## src/rtl/seq_detect_pkg.sv

```systemverilog
// seq_detect_pkg
// Shared helpers for the serial pattern detector:
//   clog2        - ceiling log2, used to size registers
//   state_width  - width of the "bits matched so far" state for a pattern
//   kmp_next     - next-state entry (pattern, width, overlap, s, b), evaluated
//                  only with constant arguments so the whole transition table
//                  folds away at elaboration
//   step_e       - classification of what the FSM does at a sampling edge
package seq_detect_pkg;

  localparam int MAX_PAT_W = 16;

  typedef enum logic [1:0] {
    STEP_HOLD,
    STEP_ADVANCE,
    STEP_FALLBACK,
    STEP_COMPLETE
  } step_e;

  // Ceiling log2 with clog2(1) == 0.
  function automatic int clog2(input int n);
    int r;
    int v;
    r = 0;
    v = 1;
    while (v < n) begin
      v = v * 2;
      r = r + 1;
    end
    return r;
  endfunction

  // State counts 0..pat_w-1, sized from pat_w+1 so pat_w=1 still gets one bit.
  function automatic int state_width(input int pat_w);
    return clog2(pat_w + 1);
  endfunction

  // Bit i of a pattern word, done with a shift so the index can be an int.
  function automatic logic pat_bit(input logic [MAX_PAT_W-1:0] p, input int i);
    logic [MAX_PAT_W-1:0] t;
    t = p >> i;
    return t[0];
  endfunction

  // Pattern position p (0 = first bit received) lives at bit pat_w-1-p.
  // On a matching bit the state advances; on completion it drops to the
  // longest proper border (overlap) or to 0. On a mismatch it drops to the
  // longest prefix that is a suffix of the received text (matched prefix + b).
  function automatic int kmp_next(input logic [MAX_PAT_W-1:0] pattern,
                                  input int pat_w, input bit overlap,
                                  input int s, input logic b);
    int result;
    bit found;
    bit ok;
    logic seq_bit;
    result = 0;
    found = 1'b0;
    if (b == pat_bit(pattern, pat_w - 1 - s)) begin
      if (s + 1 < pat_w) begin
        result = s + 1;
      end else if (overlap) begin
        for (int k = pat_w - 1; k >= 1; k--) begin
          if (!found) begin
            ok = 1'b1;
            for (int j = 0; j < k; j++) begin
              if (pat_bit(pattern, k - 1 - j) != pat_bit(pattern, pat_w - 1 - j)) begin
                ok = 1'b0;
              end
            end
            if (ok) begin
              result = k;
              found = 1'b1;
            end
          end
        end
      end
    end else begin
      for (int k = s; k >= 1; k--) begin
        if (!found) begin
          ok = 1'b1;
          for (int j = 0; j < k; j++) begin
            seq_bit = (s + 1 - k + j == s) ? b
                    : pat_bit(pattern, pat_w - 1 - (s + 1 - k + j));
            if (seq_bit != pat_bit(pattern, pat_w - 1 - j)) begin
              ok = 1'b0;
            end
          end
          if (ok) begin
            result = k;
            found = 1'b1;
          end
        end
      end
    end
    return result;
  endfunction

endpackage

```

## src/rtl/seq_detect_fsm_sat_counter.sv

```systemverilog
// sat_counter
// Saturating up-counter for detector hits; sticks at all-ones, never wraps.
// Ports:
//   CLK   - rising-edge clock
//   RST   - synchronous active-high reset, clears the count
//   inc   - add one at this edge (ignored once saturated)
//   count - current count, CNT_W bits
module sat_counter #(
  parameter int CNT_W = 8
) (
  input  logic             CLK,
  input  logic             RST,
  input  logic             inc,
  output logic [CNT_W-1:0] count
);

  // Count up on inc, hold once every bit is set; reset wins over inc.
  always_ff @(posedge CLK) begin
    if (RST) begin
      count <= '0;
    end else if (inc && (count != '1)) begin
      count <= count + CNT_W'(1);
    end
  end

endmodule

```

## src/rtl/seq_detect_fsm.sv

```systemverilog
// seq_detect_fsm
// Serial detector for a PAT_W-bit pattern on y, first bit = PATTERN[PAT_W-1].
// The transition table is built at elaboration from kmp_next, so the runtime
// logic is just a per-state mux plus the state and match registers.
// Optional hit counter is built only when SEQ_DETECT_CNT_EN is defined;
// otherwise hit_count is tied to 0 and the port list stays the same.
// Ports:
//   CLK       - rising-edge clock
//   RST       - synchronous active-high reset (overrides en)
//   en        - sample y at this edge when 1, hold everything when 0
//   y         - serial data bit
//   match     - one-cycle pulse, pattern completed at the last sampling edge
//   state     - number of pattern bits currently matched (0..PAT_W-1)
//   hit_count - saturating number of matches (0 when counter not built)
module seq_detect_fsm
  import seq_detect_pkg::*;
#(
  parameter int               PAT_W   = 4,
  parameter logic [PAT_W-1:0] PATTERN = 4'b1011,
  parameter int               OVERLAP = 1,
  parameter int               CNT_W   = 8,
  localparam int              SW      = state_width(PAT_W)
) (
  input  logic             CLK,
  input  logic             RST,
  input  logic             en,
  input  logic             y,
  output logic             match,
  output logic [SW-1:0]    state,
  output logic [CNT_W-1:0] hit_count
);

  logic [SW-1:0]    next_on0 [PAT_W];
  logic [SW-1:0]    next_on1 [PAT_W];
  logic [PAT_W-1:0] exp_bit;
  logic [SW-1:0]    state_next;
  logic             match_next;
  step_e            step;

  // One table entry per state for each value of y, plus the bit expected in
  // that state; all are elaboration-time constants.
  for (genvar i = 0; i < PAT_W; i++) begin : g_table
    localparam int N0 = kmp_next(16'(PATTERN), PAT_W, OVERLAP != 0, i, 1'b0);
    localparam int N1 = kmp_next(16'(PATTERN), PAT_W, OVERLAP != 0, i, 1'b1);
    assign next_on0[i] = SW'(N0);
    assign next_on1[i] = SW'(N1);
    assign exp_bit[i]  = PATTERN[PAT_W-1-i];
  end

  // Look up the current state's row: a matching bit in the last state is a
  // completion, any other matching bit advances, a mismatch falls back.
  // The table already holds the post-completion state for both modes.
  always_comb begin
    state_next = state;
    step       = STEP_HOLD;
    if (en) begin
      for (int i = 0; i < PAT_W; i++) begin
        if (state == SW'(i)) begin
          if (y == exp_bit[i]) begin
            step = (i == PAT_W - 1) ? STEP_COMPLETE : STEP_ADVANCE;
          end else begin
            step = STEP_FALLBACK;
          end
          state_next = y ? next_on1[i] : next_on0[i];
        end
      end
    end
    match_next = (step == STEP_COMPLETE);
  end

  // State and match registers; a reset discards any partial match.
  always_ff @(posedge CLK) begin
    if (RST) begin
      state <= '0;
      match <= 1'b0;
    end else begin
      state <= state_next;
      match <= match_next;
    end
  end

`ifdef SEQ_DETECT_CNT_EN
  sat_counter #(
    .CNT_W(CNT_W)
  ) u_hits (
    .CLK  (CLK),
    .RST  (RST),
    .inc  (match_next),
    .count(hit_count)
  );
`else
  assign hit_count = '0;
`endif

endmodule

```

## config.mk

```make
export PLATFORM = sky130hd
export DESIGN_NAME = seq_detect_fsm
export DESIGN_NICKNAME = d
export VERILOG_FILES = /design/src/rtl/seq_detect_pkg.sv /design/src/rtl/seq_detect_fsm_sat_counter.sv /design/src/rtl/seq_detect_fsm.sv
export SDC_FILE = /design/constraint.sdc
export NUM_CORES = 1
export LEC_CHECK = 0
export ABC_AREA = 1
export BUFFER_PORTS_ARGS = -buffer_cell sky130_fd_sc_hd__buf_2
export CORE_AREA = 2 2 39 41
export CTS_BUF_LIST = sky130_fd_sc_hd__clkbuf_16
export CTS_CLUSTER_SIZE = 28
export DETAILED_ROUTE_END_ITERATION = 16
export DIE_AREA = 0 0 41 43
export SLEW_MARGIN = 10
export SYNTH_ARGS = -nofsm -noshare
export SYNTH_HDL_FRONTEND = slang
export SYNTH_SLANG_ARGS = --single-unit
```

## constraint.sdc

```tcl
create_clock -name CLK -period 1.4 [get_ports CLK]
set_input_delay 0.14 -clock CLK [delete_from_list [all_inputs] [get_ports CLK]]
set_output_delay 0.14 -clock CLK [all_outputs]
set_load 0.02 [all_outputs]
```

After elaboration in Yosys (flattened, before gate mapping)

Cells that the tools add are included.

Equal/unequal tests: 4
Mux-type cells: 15
Reductions and logical operators: 3

Operator list:

| operator                                      | number |
|---|---|
| 2-to-1 mux 2 bit                              | 9 |
| 2-to-1 mux 3 bit                              | 4 |
| == test 3 x 2 -> 1 bit, second input constant | 2 |
| nonzero test 4 bit                            | 1 |
| == test 3 x 1 -> 1 bit, second input constant | 1 |
| zero test 3 bit                               | 1 |
| == test 2 bit, second input constant          | 1 |
| 2-to-1 mux 1 bit                              | 2 |
| AND reduction 2 bit                           | 1 |

Flip-flop bits (word level): 4
Input bits: 4
Logic and storage cells: 24

Logic depth before layout (Yosys ltp)

Gate-level depths: netlist of run 1.

Word-level depth: 7
Depth in mapped cells: 5
Depth with buffers taken out: 5

Worst setup path before layout of run 1

No wires, ideal clock.

Kind: register to register
From: register state[0]
To: register state[1]
Arrival: 0.705 ns
Required time: 1.288 ns
Slack: 0.583 ns
Stages on the path, launching flop included: 6
Buffers on the path: 0
Clock period less this slack: 0.817 ns
Cell sequence: dfxtp_1 inv_1 nand2_1 nand2_1 nand2_1 nand2_1

Longest elaborated chain between the ends: 4
Elaborated cells between the ends (all ways): 9
Those cells by class: 3 x eq/ne; 3 x mux; 3 x reduce/logical

Ends and longest elaborated chain:

| what                          | line                 | RTL |
|---|---|---|
| start, declared               | seq_detect_fsm.sv:29 | `output logic [SW-1:0] state,` |
| start signal, assigned        | seq_detect_fsm.sv:77 | `state <= state_next;` |
| == test 3 x 1 -> 1 bit        | seq_detect_fsm.sv:58 | `if (state == SW'(i)) begin` |
| 2-to-1 mux 3 bit (3 in a row) | seq_detect_fsm.sv:58 |  |

Several ways; a longest one is shown, not always the timed one.
A chain may end at the register's enable or synchronous reset.

Final worst setup path of run 1

From: register state[0]
To: output port state[0]

No word-level cell between the ends.

==> results of run 1 <==
[synth_stat cells (all sizes together)]
| library cell | count |
|---|---|
| a21oi | 1 |
| buf | 9 |
| conb | 1 |
| dfxtp | 3 |
| inv | 3 |
| nand2 | 7 |
| nand3 | 1 |
| nor2 | 3 |
| nor3 | 1 |
[stage by stage]
step / total power (µW) / hold slack [ns] / cells / cell area [µm²] / utilization [%]
2_1_floorplan: 142 / 0.209 / 37 / 233 / -
3_3_place_gp: 134 / 0.370 / 50 / 215 / 15.6
3_5_place_dp: 134 / 0.366 / 50 / 215 / 15.6
4_1_cts: 589 / 0.131 / 54 / 294 / 21.2
5_1_grt: 597 / 0.143 / 54 / 294 / 21.2
6_report: 581 / 0.134 / 54 / 294 / 21.2
[kinds of logic (layout without fill, tap and decap cells)]
kind of cell / after synthesis / in the layout / share of synthesized area [%]
simple gates: 12 / 12 / 27.2
other cells: 1 / 9 / 1.85
buf+inv: 12 / 13 / 38.9
compound gates: 1 / 1 / 2.47
flops: 3 / 3 / 29.6
[how the worst max path moves through the flow]
stage / from / endpoint / slack [ns]
after floorplan: state[0] / state[1] / 0.58
after global placement: state[0] / state[1] / 0.70
after detailed placement: state[0] / state[1] / 0.69
after CTS: state[0] / state[0] / 0.50
after global routing: state[0] / state[0] / 0.47
final: state[0] / state[0] / 0.50
[registers in the layout, indices dropped and copies added (netlist names)]
signal and count:
state 2, match 1
[report_power, final]
group	switching [µW]	internal, µW	leakage (µW)
Combinational	35.0	8.27	0.0000893
Clock	79.7	368	0.0000423
Sequential	1.60	88.4	0.0000244
[final cells by class]
| cell class | count | area, µm² | area share (%) |
|---|---|---|---|
| multi-input combinational | 22 | 93.8 | 31.9 |
| clock buffer | 3 | 75.1 | 25.5 |
| sequential | 3 | 60.1 | 20.4 |
| timing repair buffer | 6 | 30.0 | 10.2 |
| tap | 16 | 20.0 | 6.81 |
| inverter | 3 | 11.3 | 3.83 |
| clock inverter | 1 | 3.75 | 1.28 |
[layout by cell type (no fill, tap or decap), drive strengths merged]
master / synthesis / final
nand3: 1 / 1
clkbuf: 0 / 3
conb: 1 / 9
nor2: 3 / 3
buf: 9 / 6
inv: 3 / 4
nor3: 1 / 1
nand2: 7 / 7
dfxtp: 3 / 3
a21oi: 1 / 1
[per-layer routing]
metal	routed length, µm	up-vias	track usage (%)
met5	0	-	0
met4	32	0	12.0
met3	59	4	3.14
met2	129	14	4.38
met1	119	66	2.54
li1	-	85	-
==> key figures, run 1 <==
Route
  • Vias: 169
  • DRC: 0
  • 1st-pass router iterations: 2
  • Via-to-Cell Ratio: roughly 3.1
  • Routed wire length: 340 µm
  • Antenna viol nets, final: 0
  • DR WL/cell: roughly 6.3 µm
  • 1st-iter DRT viols: 1

Job
  • Max Cap Viol: 0

Floorplan
  • Die area: 1760 µm²
  • Placeable core region: 1380 µm²
  • Die H: 43 µm
  • Chip width: approximately 40 µm
  • Initial Utilization: between 10% and 20%
  • IO Pins: 16
  • Site Rows: 14

Place
  • Post-DP HPWL: between 200 and 300 µm
  • Setup WS pre-CTS: slightly below 0.7 ns
  • Port Buf Inserts: 6
  • GP Congestion: 0.428

Power
  • Worst vdd ir: 294 µV
  • Leakage: 0.000156 µW
  • Pwr Density: 1980 nW/µm²

Min path
  • Worst Hold Depth: 2
  • Critical hold path startpoint: RST
  • Worst Hold End: match
  • Worst min path class: input port to flip-flop

Global route
  • Antenna violations before repair: 0
  • Largest net degree at the start of global routing: 5
  • Number of global-route vias before repair: 115
  • Overflow after GRT: 0
  • Global-route wire length before repair: around 390 µm
  • Gr usage total: 4.60%

STA
  • RSZ-0062 raised after global routing: no
  • Tmin final: 0.897 ns
  • Fin. Hold Viols: 0
  • Finish-stage setup viols: 0
  • Clock skew: 0.00104 ns
  • Period utilisation layout: 64.0%
  • Setup WS post-layout: 0.503 ns
  • FMAX: 1120 MHz
  • Setup TNS: 0 ns
  • Max-slew violation count: 0

Setup path
  • Crit path cell chain: buf_2
  • CP Capture Type: primary output
  • Crit path DAT: 0.76 ns
  • Kind of critical path: flip-flop to primary output
  • Worst-path fanout max: 4
  • Peak per-stage delay on the critical path: 0.35 ns
  • Reg-to-reg startpoint: state[0]
  • Crit-path leading delay family: flip-flops
  • R2R depth: 5
  • Slowest library cell on the worst path: dfxtp_1
  • R2R setup slack: 0.69 ns
  • Reg-to-Reg End: state[1]
  • Worst EP required: 1.26 ns
  • Worst setup SP type: flip-flop
  • CP bufs+invs: 1
  • CP Depth: 1

Clocking
  • Clock Path Buffers: 2
  • H-tree depth: 1
  • CTS Buf Count: 3
  • Clk root buf: clkbuf_16
  • Post-CTS Resized: 0
  • Clock Sinks: 3
  • CTS tree: done
  • Clk_lat worst skew: 0.22 ns
  • Worst-path clk slew: 0.03 ns
  • Post-CTS Hold Buffers: 0
  • Setup bufs post-CTS: 0

Synthesis
  • Top-area cell type share of the netlist area: between 30% and 40%
  • Yosys warns: 0
  • Synth area leaders: buf_4 33%, dfxtp_1 30%, nand2_1 13%, nor3_2 4.9%, inv_1 3.7%
  • Post-synth cell types: 11
  • Synthesized area: between 200 and 250 µm²
  • Syn_area_per_cell: 6.99 µm²
  • Sequential share of the synthesized area: 29.6%
  • Mapped Cells: 29
  • Area leader, netlist: buf_4
  • Synthesized flop and latch total: 3

Finish
  • Number of diodes: 0
  • Area delta synth->final: 45.1%
  • Layout cells sized above 1: 31.6%
  • Final nets: 43
  • FILL cells: 152

Run status
  • Status: completed
(Power assumes the default switching activity.)
==> run 2: changes to the inputs <==
==> constraint.sdc (replaced) <==
create_clock -name CLK -period 0.8 [get_ports CLK]
set_input_delay 0.08 -clock CLK [delete_from_list [all_inputs] [get_ports CLK]]
set_output_delay 0.08 -clock CLK [all_outputs]
set_load 0.02 [all_outputs]
==> run 2 against run 1 <==
Net effect:
- power increased by 76%
- sequential share of layout area increased by 0.56 points
- global-route usage up 0.30 points
- die area stayed put
- worst hold slack lost 0.058 ns
- clock skew rose by 0.0012 ns
- non-clock buffer count unchanged
- register-to-register slack got worse by 0.58 ns
- critical path depth unchanged
- utilization up 0.72 points
- sequential cell count did not move
- critical endpoint unchanged
- largest cell class unchanged
- highest routed layer unchanged
==> key figures, run 2 (synthesized netlist as in run 1, its figures left out) <==
Run status
  • Status: completed

Finish
  • Layout cells sized above 1: between 30% and 40%
  • Final nets: 43
  • Most frequent cells in the layout: 9 x conb_1, 7 x nand2_1, 5 x buf_2
  • Area delta synth->final: 50.0%
  • FILL cells: 150
  • Area of the multi-input gates: 93.8 µm²
  • Commonest non-fill, non-tap cell in the layout: conb_1
  • Number of diodes: 0
  • Top reg by flops: state
  • Reg area: 63.8 µm²
  • Largest register FFs: 2
  • Regs by FF count: state: 2 flops, match: 1 flops

Route
  • 1st-pass router iterations: 1
  • DRC: 0
  • Vias: 166
  • DR WL/cell: 6.63 µm
  • Via-to-Cell Ratio: 3.07
  • 1st-iter DRT viols: 0
  • Antenna viol nets, final: 0
  • Routed wire length: 358 µm

Floorplan
  • IO Pins: 16
  • Placeable core region: 1380 µm²
  • Die area: 1760 µm²
  • Site Rows: 14
  • Initial Utilization: 14.6%
  • Chip width: 41 µm
  • Die H: 43 µm

Power
  • Worst vdd ir: 745 µV
  • Int Pwr: a little over 800 µW
  • Leakage: 0.000158 µW
  • Net Sw Power: 207 µW
  • Sequential power share: between 15 and 20%
  • Sw Share: between 20% and 30%
  • Comb pwr share: 7.7%
  • Clock power share: between 70 and 80%
  • Pwr Density: 3360 nW/µm²

Global route
  • Number of global-route vias before repair: between 100 and 150
  • Overflow after GRT: 0
  • Largest net degree at the start of global routing: 5
  • Antenna violations before repair: 0
  • Global-route wire length before repair: ~390 µm
  • Gr usage total: between 4 and 5%

STA
  • RSZ-0062 raised after global routing: no
  • Setup WS post-layout: about 0.026 ns
  • Clock skew: 0.00219 ns
  • Max-slew violation count: 0
  • FMAX: around 1300 MHz
  • Tmin final: 0.774 ns
  • Finish-stage setup viols: 0
  • Period utilisation layout: slightly below 100%
  • Fin. Hold Viols: 0
  • Worst hold slack: 0.0757 ns
  • Setup TNS: 0 ns

Clocking
  • CTS Buf Count: 3
  • Worst-path clk slew: 0.03 ns
  • Clk root buf: clkbuf_16
  • Clk_lat worst skew: around 0.23 ns
  • Post-CTS Hold Buffers: 0
  • Clock Sinks: 3
  • Setup bufs post-CTS: 0
  • H-tree depth: 1
  • Clock Path Buffers: 2
  • CTS tree: done

Setup path
  • Crit path DAT: 0.69 ns
  • Reg-to-reg startpoint: state[0]
  • Worst-path fanout max: 4
  • Kind of critical path: flip-flop to primary output
  • Crit path cell chain: buf_6
  • Crit-path leading delay family: flip-flops
  • CP Launch Point: state[0]
  • Slowest library cell on the worst path: dfxtp_4
  • Worst setup SP type: flip-flop
  • Worst EP required: just over 0.7 ns
  • Peak per-stage delay on the critical path: 0.34 ns
  • CP bufs+invs: 1
  • CP Capture Type: primary output

Job
  • Max Cap Viol: 0

Place
  • Setup WS pre-CTS: around 0.12 ns
  • Port Buf Inserts: 6
  • GP Congestion: 0.581

Min path
  • Worst min path class: input port to flip-flop
  • Critical hold path startpoint: RST
-- run 2: cell count changes in the layout (fill, tap and decap cells not counted) --
cell / delta
buf_6: +1
buf_2: -1
dfxtp_1: -1
dfxtp_4: +1
-- run 2: layout make-up --
| class | count | area share [%] |
|---|---|---|
| clock inverter | 1 | 1.23 |
| inverter | 3 | 3.70 |
| tap | 16 | 6.58 |
| multi-input combinational | 22 | 30.9 |
| sequential | 3 | 21.0 |
| timing repair buffer | 6 | 11.9 |
| clock buffer | 3 | 24.7 |
-- run 2: layer usage --
metal,wire (µm),part of all wire [%],vias up,track usage (%)
met5,0,0,-,0
met2,150,42,14,4.38
met3,46,13,4,4.71
met4,39,11,0,12.0
met1,121,34,63,2.54
li1,-,-,85,-
-- run 2: per-stage QoR --
stage / cells / utilization, % / instance area, µm² / total power [µW]
2_1_floorplan: 37 / - / 234 / 249
3_3_place_gp: 50 / 15.6 / 216 / 235
3_5_place_dp: 50 / 15.6 / 216 / 236
4_1_cts: 54 / 21.5 / 298 / 1030
5_1_grt: 54 / 22.0 / 304 / 1070
6_report: 54 / 22.0 / 304 / 1020
-- run 2: path summary, 6_finish.rpt --
| check | endpoint | slack, ns | depth (start not counted) |
|---|---|---|---|
| worst max-delay path | state[0] | 0.03 | 1 |
| worst min register to register | match | 0.45 | 2 |
| worst max register to register | state[1] | 0.11 | 5 |
| worst min-delay path | state[0] | 0.08 | 2 |
-- run 2: repair_timing --
item | CTS | global route
gates resized for setup | 1 | 2
setup endpoints to repair | 1 | 1
cloned | 0 | 0
-- run 2: power groups by stage --
stage	clock network (µW)	registers (µW)	logic, µW
3_5_place_dp	0	161	75.0
4_1_cts	792	159	76.7
5_1_grt	829	158	86.3
6_report	787	157	78.5
2_1_floorplan	0	165	84.5
3_3_place_gp	0	160	74.6
==> run 3: changes to the inputs <==
--- a/config.mk
+++ b/config.mk
@@ -8,7 +8,7 @@
 export ABC_AREA = 1
 export BUFFER_PORTS_ARGS = -buffer_cell sky130_fd_sc_hd__buf_2
 export CORE_AREA = 2 2 39 41
-export CTS_BUF_LIST = sky130_fd_sc_hd__clkbuf_16
+export CTS_BUF_LIST = sky130_fd_sc_hd__clkbuf_8
 export CTS_CLUSTER_SIZE = 28
 export DETAILED_ROUTE_END_ITERATION = 16
 export DIE_AREA = 0 0 41 43
==> run 3 against run 2 <==
Net effect:
- via count is 4.8% lower
- global-route usage is 1.5 points lower
- power is 36% lower
- non-clock buffer count stayed put
- critical path depth stayed put
- cell count stayed put
- worst hold slack better by 0.011 ns
- clock skew is 0.0020 ns lower
- first-iteration DRC count is 3 higher
- fmax is 1.4% higher
- critical path type unchanged
- critical endpoint unchanged
- largest cell class unchanged
==> key figures, run 3 (synthesized netlist as in run 1, its figures left out) <==
Floorplan
  • Die area: 1760 µm²
  • Die H: roughly 43 µm
  • Site Rows: 14
  • Initial Utilization: ~15%
  • Placeable core region: around 1400 µm²
  • IO Pins: 16
  • Chip width: roughly 40 µm

Run status
  • Status: completed

Finish
  • Fin area: 268 µm²
  • Area of the multi-input gates: about 94 µm²
  • Most frequent cells in the layout: 9 x conb_1, 7 x nand2_1, 5 x buf_2
  • Reg area: 61.3 µm²
  • Final nets: 43
  • Layout cells sized above 1: about a third
  • FILL cells: ~150
  • Largest register FFs: 2
  • Area delta synth->final: 32.1%
  • Commonest non-fill, non-tap cell in the layout: conb_1
  • Top reg by flops: state
  • Regs by FF count: state: 2 flops, match: 1 flops
  • Final core utilization: 19.3%
  • Number of diodes: 0

Setup path
  • Crit-path leading delay family: flip-flops
  • Crit path to: state[0]
  • Peak per-stage delay on the critical path: 0.35 ns
  • Kind of critical path: flip-flop to primary output
  • Slowest library cell on the worst path: dfxtp_2
  • Worst setup SP type: flip-flop
  • CP Depth: 1
  • R2R setup slack: 0.10 ns
  • CP Launch Point: state[0]
  • Crit path cell chain: buf_6
  • R2R depth: 5
  • Reg-to-Reg End: state[1]
  • CP Capture Type: primary output
  • Worst EP required: 0.72 ns
  • Worst-path fanout max: 4
  • CP bufs+invs: 1
  • Reg-to-reg startpoint: state[0]
  • Crit path DAT: 0.68 ns

Power
  • Sequential power share: 24.2%
  • Int Pwr: about 500 µW
  • Pwr Density: between 2000 and 2500 nW/µm²
  • Clock power share: 63.9%
  • Sw Share: about a quarter
  • Leakage: 0.000142 µW
  • Worst vdd ir: 573 µV
  • Comb pwr share: a little under an eighth
  • Net Sw Power: 159 µW
  • Final Power: 658 µW

Clocking
  • Clock Sinks: 3
  • Clk root buf: clkbuf_8
  • Setup bufs post-CTS: 0
  • Clock Path Buffers: 2
  • H-tree depth: 1
  • Clk_lat worst skew: 0.21 ns
  • CTS Buf Count: 3
  • Worst-path clk slew: 0.03 ns
  • Post-CTS Hold Buffers: 0
  • CTS tree: done

Global route
  • Overflow after GRT: 0
  • Antenna violations before repair: 0
  • Number of global-route vias before repair: 106
  • Largest net degree at the start of global routing: 5
  • Global-route wire length before repair: between 300 and 400 µm
  • Gr usage total: between 3 and 4%

Job
  • Max Cap Viol: 0

Place
  • Area post-placement: 216 µm²
  • GP Congestion: roughly 0.58
  • Port Buf Inserts: 6

STA
  • Max-slew violation count: 0
  • Fin. Hold Viols: 0
  • Clock skew: 0.000155 ns
  • RSZ-0062 raised after global routing: no
  • FMAX: 1310 MHz
  • Period utilisation layout: 95.5%
  • Setup TNS: 0 ns
  • Finish-stage setup viols: 0
  • Tmin final: around 0.76 ns

Route
  • Met3 WL post-DR: 52 µm
  • Routed wire length: just over 300 µm
  • 1st-iter DRT viols: 3
  • DR WL/cell: between 5 and 6 µm
  • 1st-pass router iterations: 2
  • Metal2 WL: 126 µm
  • Met1 wire length: approximately 120 µm
  • Antenna viol nets, final: 0
  • Via-to-Cell Ratio: 2.93
  • Vias: 158
  • Top routing layer in use: met3
  • DRC: 0

Min path
  • Worst min path class: input port to flip-flop
==> run 3: cell types whose count changed in the layout (fill, tap and decap cells not counted) <==
| cell | previous run | this run |
|---|---|---|
| clkbuf_8 | 0 | 3 |
| dfxtp_4 | 1 | 0 |
| clkbuf_16 | 3 | 0 |
| dfxtp_2 | 0 | 1 |
==> run 3: final cells by class <==
cell class                      count  area share [%]
Tap cell                           16            7.48
Timing Repair Buffer                6            13.6
Sequential cell                     3            22.9
Clock inverter                      1            1.40
Inverter                            3            4.21
Clock buffer                        3            15.4
Multi-Input combinational cell     22            35.0
==> run 3: stage by stage <==
stage	instances	setup WS (ns)	hold WS [ns]
after floorplan	37	0.0645	0.142
after global placement	50	0.132	0.304
after detailed placement	50	0.117	0.308
after CTS	54	0.0164	0.0857
after global routing	54	0.00262	0.0885
final	54	0.0362	0.0864
==> run 3: power by group through the flow <==
stage	Combinational, µW	Sequential [µW]	Clock (µW)
4_1_cts	76.7	159	433
5_1_grt	85.8	160	456
3_5_place_dp	75.0	161	0
6_report	78.3	159	420
2_1_floorplan	84.5	165	0
3_3_place_gp	74.6	160	0
==> run 3: worst min-delay path by stage <==
stage                     slack [ns]        to  cells past startpoint  startpoint
final                           0.09  state[0]                      2         RST
after global routing            0.09  state[0]                      2         RST
after CTS                       0.09     match                      2         RST
after detailed placement        0.31     match                      2         RST
after global placement          0.30  state[0]                      2         RST
after floorplan                 0.14  state[0]                      1         RST
==> run 3: timing repair <==
action                                  CTS  global route
endpoints found under the setup margin    1             1
endpoints found under the hold margin     0             0
gates resized for setup                   1             1
==> run 3: layer usage <==
| layer | global-route usage (%) | vias up |
|---|---|---|
| met1 | 2.54 | 63 |
| met5 | 0 | - |
| li1 | - | 85 |
| met3 | 4.71 | 0 |
| met2 | 4.38 | 10 |
| met4 | 2.00 | 0 |
